## src/rtl/buf_fill_ctrl.sv

```systemverilog
// Ping-pong frame buffer fill controller: host valid/ready in, buffer write port out.
// Fills Buf0/Buf1 alternately with AIPOut_PD*AILOut_PD words and tracks full/release.
// Ports:
//   clk, reset          : clock, async active-low reset
//   AIPOut_PD/AILOut_PD : frame geometry, sampled only between fills
//   HostValid/HostData/HostSOF/HostReady : host word handshake
//   WData/WAddr/WE0/WE1 : shared buffer write port, one strobe per buffer
//   Buf0Full/Buf1Full   : buffer holds a complete frame
//   Buf0Release/Buf1Release : controller finished reading a buffer
//   SofErr              : sticky frame-sync error
module buf_fill_ctrl #(
    parameter int ADDR_W = 20,
    parameter int DATA_W = 32
) (
    input  logic              clk,
    input  logic              reset,
    input  logic [9:0]        AIPOut_PD,
    input  logic [9:0]        AILOut_PD,
    input  logic              HostValid,
    input  logic [DATA_W-1:0] HostData,
    input  logic              HostSOF,
    output logic              HostReady,
    output logic [DATA_W-1:0] WData,
    output logic [ADDR_W-1:0] WAddr,
    output logic              WE0,
    output logic              WE1,
    output logic              Buf0Full,
    output logic              Buf1Full,
    input  logic              Buf0Release,
    input  logic              Buf1Release,
    output logic              SofErr
);

    typedef enum logic [1:0] {
        IDLE,
        FILL0,
        FILL1,
        WAIT
    } state_t;

    state_t            state, state_n;
    logic              target, target_n;
    logic [ADDR_W-1:0] cnt, cnt_n;
    logic [ADDR_W-1:0] size, size_n;
    logic              sof_err_n;
    logic              full0_set, full1_set;
    logic              full0_n, full1_n;
    logic              ready_n;

    logic [19:0]       prod;
    logic              xfer;
    logic              resync;
    logic [ADDR_W-1:0] eff_addr;
    logic              last;

    assign prod     = 20'(AIPOut_PD) * 20'(AILOut_PD);
    assign xfer     = HostValid & HostReady;
    // SOF mid-frame restarts the fill at address 0 of the same buffer
    assign resync   = HostSOF & (cnt != '0);
    assign eff_addr = resync ? '0 : cnt;
    assign last     = (eff_addr == size - ADDR_W'(1));

    always_comb begin
        state_n   = state;
        target_n  = target;
        cnt_n     = cnt;
        size_n    = size;
        sof_err_n = SofErr;
        full0_set = 1'b0;
        full1_set = 1'b0;
        unique case (state)
            IDLE: begin
                size_n = ADDR_W'(prod);
                if (prod != '0) begin
                    if (target)
                        state_n = Buf1Full ? WAIT : FILL1;
                    else
                        state_n = Buf0Full ? WAIT : FILL0;
                end
            end
            FILL0, FILL1: begin
                if (xfer) begin
                    if (resync || (!HostSOF && cnt == '0))
                        sof_err_n = 1'b1;
                    if (last) begin
                        cnt_n    = '0;
                        target_n = ~target;
                        state_n  = IDLE;
                        full0_set = ~target;
                        full1_set = target;
                    end else begin
                        cnt_n = eff_addr + ADDR_W'(1);
                    end
                end
            end
            WAIT: begin
                if (!(target ? Buf1Full : Buf0Full))
                    state_n = IDLE;
            end
            default: state_n = IDLE;
        endcase
    end

    // Set and release never target the same buffer in one cycle
    assign full0_n = full0_set | (Buf0Full & ~Buf0Release);
    assign full1_n = full1_set | (Buf1Full & ~Buf1Release);

    // Ready is registered from the next state, so it drops right after the last word
    assign ready_n = ((state_n == FILL0) && !full0_n) ||
                     ((state_n == FILL1) && !full1_n);

    always_ff @(posedge clk or negedge reset) begin
        if (!reset) begin
            state     <= IDLE;
            target    <= 1'b0;
            cnt       <= '0;
            size      <= '0;
            HostReady <= 1'b0;
            WData     <= '0;
            WAddr     <= '0;
            WE0       <= 1'b0;
            WE1       <= 1'b0;
            Buf0Full  <= 1'b0;
            Buf1Full  <= 1'b0;
            SofErr    <= 1'b0;
        end else begin
            state     <= state_n;
            target    <= target_n;
            cnt       <= cnt_n;
            size      <= size_n;
            HostReady <= ready_n;
            Buf0Full  <= full0_n;
            Buf1Full  <= full1_n;
            SofErr    <= sof_err_n;
            WE0       <= xfer & ~target;
            WE1       <= xfer & target;
            if (xfer) begin
                WData <= HostData;
                WAddr <= eff_addr;
            end
        end
    end

endmodule

```

## config.mk

```make
export PLATFORM = sky130hd
export DESIGN_NAME = buf_fill_ctrl
export DESIGN_NICKNAME = d
export VERILOG_FILES = /design/src/rtl/buf_fill_ctrl.sv
export SDC_FILE = /design/constraint.sdc
export NUM_CORES = 1
export LEC_CHECK = 0
export ABC_AREA = 1
export CORE_ASPECT_RATIO = 0.5
export CORE_MARGIN = 2
export CORE_UTILIZATION = 45
export DETAILED_ROUTE_END_ITERATION = 7
export GPL_ROUTABILITY_DRIVEN = 0
export GPL_TIMING_DRIVEN = 0
export PLACE_DENSITY = 0.67
export SETUP_SLACK_MARGIN = 0.5
export SLEW_MARGIN = 10
export SYNTH_ARGS = -nofsm -noshare
export SYNTH_HDL_FRONTEND = slang
export SYNTH_SLANG_ARGS = --single-unit
```

## constraint.sdc

```tcl
create_clock -name clk -period 9.7 [get_ports clk]
set_clock_uncertainty 0.1 [all_clocks]
set_input_delay 2.425 -clock clk [delete_from_list [all_inputs] [get_ports clk]]
set_output_delay 2.425 -clock clk [all_outputs]
set_load 0.02 [all_outputs]
```

==> flow_summary.json <==
{
  "peakVddDrop_v": 0.0001024,
  "synth_edf_count": 0,
  "hpwl_um": 16950,
  "cts.repair.resized": 0,
  "critical_path_class": "primary input to register",
  "maxSlewViolCount": 0,
  "r2r-start": "cnt[2]",
  "clock_path_buffers": 2,
  "fmax_mhz": 132.0,
  "finalCriticalPeriod_ps": 7578,
  "ff2ff_path_depth": 23,
  "ff2ff_setup_slack_ps": 6020,
  "grt_pass1_vias": 7595,
  "p_per_area_nw_per_um2": 176.8,
  "fp.dieW_um": 203.0,
  "timing.final.crit_share_pct": 78.12,
  "yosysTopAreaCellShare_pct": 28.36,
  "hold_class": "register to register",
  "wl_met1_um": 10330,
  "fin_tns_setup_ps": 0,
  "yosysSeqAreaShare_pct": 28.36,
  "finalNonFillerCells": 1607,
  "maxCapViolations": 0,
  "cp_slowest_stage_delay_ps": 560,
  "io_buffers": 95,
  "ys_ff_latch": 101,
  "route.met3.wl_um": 1096,
  "synth_nets": 1410,
  "top_layer": "met4",
  "crit_slowest_cell": "fa_1",
  "start_util_pct": 45.80,
  "wl_per_cell_um": 13.07,
  "gr-total-overflow": 0,
  "htreeDepth": 3,
  "vias": 7725,
  "drive_above_1_share_pct": 4.027,
  "die_h_um": 103.5,
  "synth_area_per_cell_sq_um": 7.252,
  "hold_viol": 0,
  "antenna_left": 0,
  "synth_ff_type": "dfrtp_1",
  "tightest_slew_ps": 605.1,
  "cts_hold_buf": 0,
  "core_sq_um": 19460,
  "setup_viol": 0,
  "drt_iter0_markers": 475,
  "dr_wl_met2_um": 9403,
  "design.die.area_sq_um": 21020,
  "drc": 0,
  "first_pass_iters": 5,
  "numCtsBuffers": 9,
  "status": "finished clean",
  "placed_cells": 1591,
  "critPathCaptureType": "register",
  "crit_top_cell": "nand2_1",
  "critPathArrivalTime_ps": 7710,
  "area_delta_synth_final_pct": 17.90,
  "clkLatencyLatePin_ps": 340,
  "timing.critical_path.fanout_max": 10,
  "synth_common_cells": "442 x nand2_1, 218 x inv_1, 101 x dfrtp_1, 80 x nor2_1, 62 x fa_1",
  "max_slew_margin_pct": 59.66,
  "worstSetupStartpoint": "AIPOut_PD[7]",
  "cts_tree": "done",
  "drt-total-wl_um": 21010,
  "ys_top_cells_by_area": "dfrtp_1 28%, nand2_1 19%, fa_1 14%",
  "endpoint": "HostReady",
  "yosysWarnings": 0,
  "synthDistinctLibCells": 37,
  "leakage_nw": 5.734,
  "start_kind": "primary input",
  "nets": 1517,
  "reg2reg_to": "cnt[16]",
  "yosysMostFrequentCell": "nand2_1",
  "num_antenna_cells": 0,
  "cts.reportedPaths.clkPinSlew_ps": 70,
  "antenna_found_initial": 0,
  "viasPerCell": 4.807,
  "rsz0062_at_grt": "false",
  "synth_area_sq_um": 8912,
  "cts_setup_buffers": 0,
  "required_ps": 9840,
  "placementRows": 36,
  "syn_inst": 1229,
  "grt_pass1_wl_um": 36310,
  "yosysTopAreaCell": "dfrtp_1",
  "top_level_ports": 116,
  "clock_sinks": 101,
  "groute.usage.overall_pct": 20.92,
  "async_reset_ff_share_pct": 100.0,
  "grt_max_degree": 81,
  "cts-root-buf": "clkbuf_16"
}
-- worst min path at each step --
| stage | from | endpoint | depth (start not counted) | slack, ps |
|---|---|---|---|---|
| floorplan | target | WE0 | 1 | 360 |
| global placement | SofErr | SofErr | 1 | 360 |
| detailed placement | WData[16] | WData[16] | 2 | 360 |
| CTS | SofErr | SofErr | 1 | 380 |
| global route | SofErr | SofErr | 1 | 400 |
| finish | WData[24] | WData[24] | 2 | 380 |
-- worst max-delay path: cells and delay by family --
kind	cells	cell delay, ps
adder cells (fa/ha/maj)	6	2850
AND/OR/NAND/NOR	14	1500
AO/OA/AOI/OAI	1	180
buffers and inverters	8	780
-- power by group --
group | internal [mW] | leakage, nW | total [mW] | switching [mW]
combinational | 0.402 | 4.37 | 1.05 | 0.652
clock | 0.179 | 0.136 | 0.343 | 0.164
sequential | 0.444 | 1.22 | 0.461 | 0.0168
-- layout by cell type (no fill, tap or decap), types with 2 or more instances in the layout --
cell type        instances
nand3_2                  2
clkbuf_1                36
clkdlybuf4s50_1         94
inv_6                    2
a31oi_1                  3
inv_2                    3
ha_1                    61
o21ai_2                  2
and2_1                   2
nor2_2                   9
a21oi_1                 15
nand2_4                  4
o21ai_0                 50
xnor2_1                  6
xor2_1                  21
o21bai_1                 3
nand3_1                 55
nand2_1                442
inv_8                    2
nor2_1                  80
buf_6                    3
clkbuf_16                9
nand3b_1                 8
inv_1                  218
fa_1                    62
nand2_2                  6
nand4_1                  8
dfrtp_1                101
o22ai_1                 14
clkinv_4                 2
nor3_1                   2
nor3_2                   2
nor4_1                   4
-- cell families (layout without fill, tap and decap cells) --
family	Yosys count	after routing	synth area share (%)
AND/OR/NAND/NOR	628	628	29.54
flip-flops	101	101	28.36
XOR/XNOR	27	27	2.653
adder cells (fa/ha/maj)	123	123	22.49
buffers and inverters	261	373	11.43
AO/OA/AOI/OAI	89	89	5.531
-- sequential cells by signal (all words and copies together), names as in the netlist --
register,cells
WData,32
HostReady,1
Buf1Full,1
target,1
WAddr,20
state,2
WE1,1
SofErr,1
Buf0Full,1
cnt,20
WE0,1
size,20
-- layer usage --
metal,up-vias,global-route usage (%)
met4,0,3.910
met5,-,0
met2,187,34.34
met1,3582,29.73
met3,12,3.021
li1,3944,-
-- layout make-up --
class | instances | area (sq um)
buffer | 38 | 173.9
clock buffer | 10 | 229.0
clock inverter | 6 | 53.80
fill | 1853 | 8951
inverter | 223 | 844.6
multi-input combinational | 867 | 5366
sequential | 101 | 2527
tap | 266 | 332.8
timing repair buffer | 96 | 979.7
-- through the flow --
step | worst slack, ps | instance area [sq um] | hold WS [ps] | total power, mW | util [%]
after floorplan | 2445 | 8912 | 363.5 | 1.249 | -
after global placement | 1839 | 10200 | 362.4 | 1.498 | 52.40
after detailed placement | 1743 | 10220 | 364.5 | 1.517 | 52.55
after CTS | 2120 | 10510 | 384.4 | 1.870 | 54.00
after global routing | 1726 | 10510 | 402.3 | 2.056 | 54.00
final | 2122 | 10510 | 379.8 | 1.858 | 54.00
(Power assumes the default switching activity.)
